<file path="src/rtl/fetch_unit.sv">
// -----------------------------------------------------------------------------
// fetch_unit
//
// Instruction fetch stage in front of control_single. Owns the PC, fetches
// words from instruction memory, keeps up to two fetched words (slot0 is the
// presented instruction, slot1 a prefetched one) and hands one instruction at a
// time downstream through a valid/ready handshake. Branch/jump results for the
// presented instruction redirect the PC; wrong-path words are squashed.
//
// Configuration macro: BRANCH_DELAY_SLOT_EN
//   defined   : a redirecting instruction is followed by its sequential word
//               (delay slot); the redirect is applied when that word is accepted.
//   undefined : the redirect is applied when the branch/jump itself is accepted.
//
// Ports
//   clk, rst            clock, synchronous active-high reset
//   imem_req/imem_addr  fetch request and word address, held until imem_ack
//   imem_ack/imem_rdata transfer completion and returned instruction word
//   instr/opcode/pc_out presented instruction, its opcode field and its PC
//   instr_valid/ready   downstream handshake
//   branch/bne/zero/jump control results for the presented instruction
// -----------------------------------------------------------------------------
module fetch_unit #(
    parameter logic [31:0] RESET_PC = 32'h0000_0000
) (
    input  logic        clk,
    input  logic        rst,
    output logic        imem_req,
    output logic [31:0] imem_addr,
    input  logic        imem_ack,
    input  logic [31:0] imem_rdata,
    output logic [31:0] instr,
    output logic [5:0]  opcode,
    output logic [31:0] pc_out,
    output logic        instr_valid,
    input  logic        instr_ready,
    input  logic        branch,
    input  logic        bne,
    input  logic        zero,
    input  logic        jump
);

    typedef enum logic [1:0] {
        FETCH = 2'd0,
        VALID = 2'd1,
        DRAIN = 2'd2
    } state_t;

    state_t      state_q, state_d;
    logic [31:0] fetchPc_q, fetchPc_d;
    logic [31:0] slot0_q, slot0_d;
    logic [31:0] pc0_q, pc0_d;
    logic [31:0] slot1_q, slot1_d;
    logic        slot1Valid_q, slot1Valid_d;
    logic [31:0] drainTgt_q, drainTgt_d;
`ifdef BRANCH_DELAY_SLOT_EN
    logic        pendValid_q, pendValid_d;
    logic [31:0] pendTgt_q, pendTgt_d;
`endif

    logic        reqRaw;
    logic        xfer;
    logic        accept;
    logic [31:0] pcPlus4;
    logic [31:0] brTgt;
    logic [31:0] jTgt;
    logic        ownRedirect;
    logic [31:0] ownTarget;
    logic        redirect;
    logic [31:0] target;

    // Target of the presented instruction; jump wins over a taken branch.
    assign pcPlus4     = pc0_q + 32'd4;
    assign brTgt       = pcPlus4 + {{14{slot0_q[15]}}, slot0_q[15:0], 2'b00};
    assign jTgt        = {pcPlus4[31:28], slot0_q[25:0], 2'b00};
    assign ownRedirect = jump | (branch & (zero ^ bne));
    assign ownTarget   = jump ? jTgt : brTgt;

    // With a delay slot the redirect taken on this accept is the one saved
    // from the previous instruction; the delay-slot word's own control is ignored.
`ifdef BRANCH_DELAY_SLOT_EN
    assign redirect = pendValid_q;
    assign target   = pendTgt_q;
`else
    assign redirect = ownRedirect;
    assign target   = ownTarget;
`endif

    // Request generation. imem_addr is always fetch_pc: in DRAIN fetch_pc still
    // holds the abandoned address and the redirect target waits in drainTgt_q.
    always_comb begin
        reqRaw = 1'b0;
        case (state_q)
            FETCH:   reqRaw = 1'b1;
            VALID:   reqRaw = ~slot1Valid_q;
            DRAIN:   reqRaw = 1'b1;
            default: reqRaw = 1'b0;
        endcase
    end

    assign imem_req    = reqRaw & ~rst;
    assign imem_addr   = fetchPc_q;
    assign xfer        = imem_req & imem_ack;
    assign instr_valid = (state_q == VALID) & ~rst;
    assign accept      = instr_valid & instr_ready;
    assign instr       = slot0_q;
    assign opcode      = slot0_q[31:26];
    assign pc_out      = pc0_q;

    // Next-state logic for slots, fetch PC and the fetch FSM.
    always_comb begin
        state_d      = state_q;
        fetchPc_d    = fetchPc_q;
        slot0_d      = slot0_q;
        pc0_d        = pc0_q;
        slot1_d      = slot1_q;
        slot1Valid_d = slot1Valid_q;
        drainTgt_d   = drainTgt_q;
`ifdef BRANCH_DELAY_SLOT_EN
        pendValid_d  = pendValid_q;
        pendTgt_d    = pendTgt_q;
        if (accept) begin
            if (pendValid_q) begin
                pendValid_d = 1'b0;
            end else if (ownRedirect) begin
                pendValid_d = 1'b1;
                pendTgt_d   = ownTarget;
            end
        end
`endif
        case (state_q)
            FETCH: begin
                if (xfer) begin
                    slot0_d   = imem_rdata;
                    pc0_d     = fetchPc_q;
                    fetchPc_d = fetchPc_q + 32'd4;
                    state_d   = VALID;
                end
            end
            VALID: begin
                if (!accept) begin
                    if (xfer) begin
                        slot1_d      = imem_rdata;
                        slot1Valid_d = 1'b1;
                        fetchPc_d    = fetchPc_q + 32'd4;
                    end
                end else if (redirect) begin
                    // A prefetch still in flight must complete before the
                    // target can be requested; a word acked now is dropped.
                    slot1Valid_d = 1'b0;
                    if (imem_req && !imem_ack) begin
                        drainTgt_d = target;
                        state_d    = DRAIN;
                    end else begin
                        fetchPc_d = target;
                        state_d   = FETCH;
                    end
                end else if (slot1Valid_q) begin
                    // slot1 always holds the word at pc+4.
                    slot0_d      = slot1_q;
                    pc0_d        = pcPlus4;
                    slot1Valid_d = 1'b0;
                end else if (xfer) begin
                    slot0_d   = imem_rdata;
                    pc0_d     = fetchPc_q;
                    fetchPc_d = fetchPc_q + 32'd4;
                end else begin
                    state_d = FETCH;
                end
            end
            DRAIN: begin
                if (xfer) begin
                    fetchPc_d = drainTgt_q;
                    state_d   = FETCH;
                end
            end
            default: state_d = FETCH;
        endcase
    end

    // State registers with synchronous reset; an outstanding request is abandoned.
    always_ff @(posedge clk) begin
        if (rst) begin
            state_q      <= FETCH;
            fetchPc_q    <= RESET_PC;
            slot0_q      <= 32'd0;
            pc0_q        <= RESET_PC;
            slot1_q      <= 32'd0;
            slot1Valid_q <= 1'b0;
            drainTgt_q   <= RESET_PC;
`ifdef BRANCH_DELAY_SLOT_EN
            pendValid_q  <= 1'b0;
            pendTgt_q    <= RESET_PC;
`endif
        end else begin
            state_q      <= state_d;
            fetchPc_q    <= fetchPc_d;
            slot0_q      <= slot0_d;
            pc0_q        <= pc0_d;
            slot1_q      <= slot1_d;
            slot1Valid_q <= slot1Valid_d;
            drainTgt_q   <= drainTgt_d;
`ifdef BRANCH_DELAY_SLOT_EN
            pendValid_q  <= pendValid_d;
            pendTgt_q    <= pendTgt_d;
`endif
        end
    end

endmodule

</file>
<file path="config.mk">
export PLATFORM = sky130hd
export DESIGN_NAME = fetch_unit
export DESIGN_NICKNAME = d
export VERILOG_FILES = /design/src/rtl/fetch_unit.sv
export SDC_FILE = /design/constraint.sdc
export NUM_CORES = 1
export LEC_CHECK = 0
export BUFFER_PORTS_ARGS = -buffer_cell sky130_fd_sc_hd__buf_2
export CORE_MARGIN = 1.5
export CORE_UTILIZATION = 24
export CTS_CLUSTER_DIAMETER = 100
export DETAILED_ROUTE_END_ITERATION = 8
export PLACE_DENSITY = 0.45
export SYNTH_ARGS = -nofsm -noshare
export SYNTH_HDL_FRONTEND = slang
export SYNTH_SLANG_ARGS = --single-unit
export TNS_END_PERCENT = 10
</file>
<file path="constraint.sdc">
create_clock -name clk -period 10.2 [get_ports clk]
set_clock_uncertainty 0.05 [all_clocks]
set_input_delay 1.02 -clock clk [delete_from_list [all_inputs] [get_ports clk]]
set_output_delay 1.02 -clock clk [all_outputs]
set_load 0.01 [all_outputs]
</file>
**Word-level counts from Yosys, hierarchy flattened**

Cells that the tools add are included.

- Output and inout port bits: 104
- Register bits: 163

- Bitwise gates (word level): 10
- Reduce and logical (&&, ||, !) cells: 13
- Equality and inequality tests: 10
- Add/sub/neg operators: 3
- Muxes and demuxes: 29

Operators by type and width:

| operator | count |
|---|---|
| 32-bit 2-to-1 mux | 15 |
| 32-bit one-hot mux with 2 select lines | 2 |
| 32-bit one-hot mux with 3 select lines | 1 |
| 32-bit by 3-bit adder with 32-bit output (second input constant) | 2 |
| 32-bit adder | 1 |
| 2-bit 2-to-1 mux | 7 |
| 2-bit != test (second input constant) | 4 |
| 4-bit != test (second input constant) | 2 |
| 4-bit AND reduction | 2 |
| 3-bit != test (second input constant) | 2 |
| 2-bit one-hot mux with 3 select lines | 1 |
| 3-bit AND reduction | 2 |
| 1-bit bitwise AND | 5 |
| 5-bit AND reduction | 1 |
| 2-bit nonzero test | 2 |
| 1-bit NOT | 3 |
| 3-bit nonzero test | 1 |
| 2-bit by 1-bit equality test with 1-bit output (second input constant) | 1 |
| 2-bit equality test (second input constant) | 1 |
| 2-bit logical NOT | 1 |
| 1-bit 2-to-1 mux | 2 |
| 1-bit one-hot mux with 2 select lines | 1 |
| 2-bit AND reduction | 1 |
| 2-bit OR reduction | 1 |
| 4 further kinds | 4 |

**Longest topological paths before layout**

- Depth in word-level cells: 10
- Depth in mapped cells: 17
- Gate-level depth less buffers: 17

**Least setup slack after synthesis**

Ideal clock, no wire load.

- Path type: register to register
- From: register pc0_q[4] (netlist: pc_out[4])
- To: register fetchPc_q[31] (netlist: imem_addr[31])
- Setup slack: 6.467 ns
- Data arrival time: 3.558 ns
- Buffers on the path: 0
- Data required time: 10.025 ns
- Stages on the path, launching flop included: 18
- Period minus slack after synthesis: 3.733 ns
- Cells stage by stage: dfxtp_1 nand2_1 nor3_1 and4_1 nand2_1 nor2_1 nand3_1 xnor2_1 ha_1 nand2_1 nor2_1 and3_1 o41a_1 a211oi_1 a211o_1 mux2i_1 nor4b_1 nor3_1

- Cells in the longest elaborated chain, start to end: 7

RTL lines:

| item | line | source |
|---|---|---|
| start: declaration | 52 | `logic [31:0] pc0_q, pc0_d;` |
| start signal: assignment | 199 | `pc0_q <= pc0_d;` |
| 32-bit by 3-bit adder with 32-bit output (*) | 73 | `assign pcPlus4 = pc0_q + 32'd4;` |
| 32-bit adder | 74 | `assign brTgt = pcPlus4 + {{14{slot0_q[15]}}, slot0_q[15:0], 2'b00};` |
| 32-bit 2-to-1 mux (*) | 77 | `assign ownTarget = jump ? jTgt : brTgt;` |
| 32-bit 2-to-1 mux (*) | 151 | `if (imem_req && !imem_ack) begin` |
| 32-bit 2-to-1 mux (*) | 147 | `end else if (redirect) begin` |
| 32-bit 2-to-1 mux (*) | 141 | `if (!accept) begin` |
| 32-bit one-hot mux with 3 select lines (*) | 131 | `case (state_q)` |
| end signal: assignment | 197 | `fetchPc_q <= fetchPc_d;` |
| end: declaration | 50 | `logic [31:0] fetchPc_q, fetchPc_d;` |

Mark *: on every way between the ends. The rest lies on a longest branch, timed or not. The select of a mux whose other input is x is not followed.
A chain may end at the register's enable or synchronous reset.

**Final worst setup path**

- From: register pc0_q[6] (netlist: pc_out[6])
- To: register fetchPc_q[31] (netlist: imem_addr[31])

The elaborated chain is that of the path after synthesis.

==> out/results.txt <==
The synthesized netlist occupies a cell area of 10,700 um2. The logs give 77 for the number of placement rows and 682 for the number of DRC markers after the initial detailed-route iteration. The path with the worst hold slack has its endpoint at slot1_q[8].

The area fraction in compound gates after synthesis was 26.7%. Overall power: 2.37 mW. The critical path goes through nand2_1 -> nor3_1 -> and4_1 -> nand2_1 -> nor3_1 -> nand3_1 -> xnor2_1 -> ha_1 -> and3_1 -> a41o_1 -> o41a_1 -> a211oi_1 -> a211o_1 -> mux2i_1 -> nor4b_1 -> nor3_1.

Counting flops and latches in the post-synthesis netlist gives 163. For the routed wire length, the log shows 44,100 um. In this run the tightest slew margin relative to its limit is 25.4%. The share of synthesized registers carrying an async set or reset was 0%. The maximum root-to-sink buffer count is 2. In this design, the critical path's most frequently occurring cell is sky130_fd_sc_hd__nor3_1. The main flop type after synthesis is sky130_fd_sc_hd__dfxtp_1. After layout, the worst path uses 48.7% of the clock period. Largest fanout of any net on the critical path: 5. STA classifies the critical path startpoint as a register. The tools report the number of pins exceeding their max-slew limit in the final report as 0. The die width came out at 214 um. The hold buffer count at CTS is 0, and the number of global-route vias before repair is 10.5k. The die height is 214 um, and the starting utilization of the core area is 24.3%. Global routing used 19.1% of the available tracks across all layers.

After detailed routing, the number of vias per cell comes to 5.21. The cell count after synthesis came out at 1,443. The logs give 1 for the initial antenna violation count and 2,091 for the cell count after placement. The count of cells along the worst hold path is 2. Counting both buffers and inverters, the worst setup path holds a total of 0. The first global-routing pass estimated 67,200 um of wire.

The tools report the final hold violation count as 0. Summing the areas of all fa, ha and maj instances in the mapped netlist gives 4.73% of the synthesized area. Counting cells, the worst reg-to-reg path comes to 16. On the critical path, the stage with the largest delay is an instance of sky130_fd_sc_hd__nor3_1.

During placement, the flow inserted port buffers numbering 143. The clock period could shrink to 4.97 ns. The number of gates resized after CTS was 0. Layout filler cell count: 4,937. The number of enable flip-flop cells after synthesis was 0; the overflow left after global routing was 0.

Pin placement for this block handled 144 I/O pins. In this run the worst hold path is classified as register to register. In the final routed layout, each cell accounts on average for 20.8 um. Summed over its instances, the top area cell type makes up 30.4% of the synthesized netlist area. Cell accounting for the most synthesized area: sky130_fd_sc_hd__dfxtp_1. TritonCTS built the clock tree. The clock sink count was 163.

The synthesized area divided by synthesized cell count came out at 7.44 um2. The classification of the worst setup path is register to register. Cells with a size suffix above 1 make up 14.7% of the layout.

In this run the critical register-to-register path is captured at imem_addr[31]. The data required time of the critical path is 10.48 ns. Across the VDD grid, the largest voltage drop is 95.3 uV.

The launch instance of the worst min-delay path is slot1_q[8]. The setup fix buffers added after clock tree synthesis came out at 0. The start of the worst register-to-register path is pc_out[6]. Of the total synthesized cell area, the portion taken by XOR and XNOR cells is 5.06%. In this run, CTS created clock tree buffers numbering 17.

The vias after detailed routing was 11.1k; the layout net count was 1,598. The run finished with clean final reports. The core region is 44,100 um2. The tools report the maximum number of pins on one net before global-route repair as 94.

Leaving out fill and tap cells, the most frequent cell in the layout is sky130_fd_sc_hd__nand2_1. STA classifies the critical path endpoint as a register. The area growth from synthesis to layout is 16.4%.

Sequential elements use 30.4% of the synthesized area. In this run the static leakage power is 4.73 nW. Setup violations remaining at the end of the flow were counted as 0. Source-to-sink clock delay at the later pin of the worst-skew pair: 0.45 ns. Dominant combinational cell family by area after synthesis: compound AO/OA/AOI/OAI gates. The kind of cell with the highest combined delay along the critical path is simple AND/OR/NAND/NOR gates. In the layout the commonest cells are 169 x sky130_fd_sc_hd__nand2_1, 168 x sky130_fd_sc_hd__nor2_1, 163 x sky130_fd_sc_hd__dfxtp_1, 142 x sky130_fd_sc_hd__buf_2, 134 x sky130_fd_sc_hd__a21oi_1.

Routability-driven placement finished with a final weighted congestion of 0.877. For flop-to-flop paths, the worst setup slack is 5.23 ns. The final sum of negative setup slack is 0 ns.

Highest clock rate: 0.201 GHz. Data arrives at the worst endpoint at 5.25 ns. For the pin with the worst max-slew slack, the measured transition is 1.12 ns. Yosys attributes the largest share of cell area to sky130_fd_sc_hd__dfxtp_1 30%, sky130_fd_sc_hd__a21oi_1 6.2%, sky130_fd_sc_hd__nand2_1 5.9%.

The clock transition time at the flip-flop clock pins of the worst setup and hold paths is 0.07 ns, and the number of distinct standard cells referenced by the synthesized netlist is 83. After Yosys synthesis, and, or, nand and nor cells account for 26.2% of the synthesized area. For the final cell count without fillers, the log shows 2,124. The cell chosen for the clock root is sky130_fd_sc_hd__clkbuf_16. The number of antenna-violating nets in the routed design was 0; the delay of the slowest cell on the worst path was 0.79 ns. Setup repair after global routing left no endpoint under its margin.

The Yosys step of the flow raised 0 warnings. Once detailed placement completed, the half-perimeter wirelength came to 31,000 um. For this run, design rule violations remaining after detail routing come to 0.

Power spread over the standard cell area amounts to 190 nW/um2. The post-synthesis mux area share was 1.50%; the number of levels in the clock H-tree was 4. Before antenna repair, the detailed router went through 5 iterations. The max-cap violation count came out at 0. For the total nets after synthesis, the log shows 1,523. The die covers 46,000 um2.
## stage by stage
stage | worst slack, ns | utilization, % | hold WS, ns | instance area (um2)
2_1_floorplan | 6.47 | - | 0.382 | 10700
3_3_place_gp | 5.24 | 26.9 | 0.388 | 11900
3_5_place_dp | 5.26 | 26.9 | 0.393 | 11900
4_1_cts | 5.21 | 28.3 | 0.403 | 12500
5_1_grt | 4.77 | 28.3 | 0.414 | 12500
6_report | 5.23 | 28.3 | 0.401 | 12500
## power breakdown
group / internal [mW] / switching [mW]
clock: 0.402 / 0.315
combinational: 0.285 / 0.550
sequential: 0.704 / 0.115
## worst max path at each step
stage / start / to / slack (ns) / depth (start not counted)
2_1_floorplan: pc_out[4] / imem_addr[31] / 6.47 / 17
3_3_place_gp: pc_out[6] / imem_addr[31] / 5.24 / 16
3_5_place_dp: pc_out[6] / imem_addr[30] / 5.26 / 17
4_1_cts: pc_out[6] / imem_addr[30] / 5.21 / 17
5_1_grt: pc_out[6] / imem_addr[30] / 4.77 / 17
6_report: pc_out[6] / imem_addr[31] / 5.23 / 16
## kinds of logic after synthesis
| family | after synthesis |
|---|---|
| buffers and inverters | 128 |
| adder cells (fa/ha/maj) | 40 |
| AND/OR/NAND/NOR | 585 |
| AO/OA/AOI/OAI | 449 |
| XOR/XNOR | 62 |
| flip-flops | 163 |
| multiplexers | 16 |
## worst reg2reg max path: cells and delay by family (launching register included)
family                     cells  cell delay, ns
and+or+nand+nor                9            2.67
xor gates and xnor gates       1            0.26
AOI/OAI and AO/OA              4            0.82
DFF                            1            0.41
muxes                          1            0.32
adders and majority gates      1            0.32
## Yosys cell counts (15+ instances only)
library cell and number:
sky130_fd_sc_hd__a211oi_1 68, sky130_fd_sc_hd__a21oi_1 134, sky130_fd_sc_hd__a31oi_1 19, sky130_fd_sc_hd__and2_1 21, sky130_fd_sc_hd__clkbuf_1 78, sky130_fd_sc_hd__dfxtp_1 163
sky130_fd_sc_hd__ha_1 39, sky130_fd_sc_hd__inv_1 19, sky130_fd_sc_hd__mux2i_1 15, sky130_fd_sc_hd__nand2_1 170, sky130_fd_sc_hd__nand3_1 43, sky130_fd_sc_hd__nand4_1 19
sky130_fd_sc_hd__nor2_1 169, sky130_fd_sc_hd__nor3_1 42, sky130_fd_sc_hd__o211ai_1 17, sky130_fd_sc_hd__o21ai_0 96, sky130_fd_sc_hd__o22ai_1 18, sky130_fd_sc_hd__or3_1 43
sky130_fd_sc_hd__xnor2_1 39, sky130_fd_sc_hd__xor2_1 23
## flip-flops by register name (all words and copies together), names as in the netlist
signal / count
instr: 32
state_q: 2
slot1_q: 32
imem_addr: 32
drainTgt_q: 32
slot1Valid_q: 1
pc_out: 32
## layout make-up
type / instances / area [um2] / area share (%)
multi-input combinational: 1152 / 6910 / 55.3
sequential: 163 / 3260 / 26.1
timing repair buffer: 163 / 872 / 6.98
tap: 592 / 741 / 5.93
clock buffer: 19 / 443 / 3.54
clock inverter: 13 / 185 / 1.48
inverter: 21 / 78.8 / 0.631
antenna: 1 / 2.50 / 0.0200
## routing by layer
layer | GRT usage, % | part of all wire (%)
met1 | 25.8 | 47
met2 | 30.9 | 46
met3 | 3.91 | 5.5
met4 | 4.44 | 1.3
met5 | 0 | 0.036
Power figures use the tool's default switching activity.
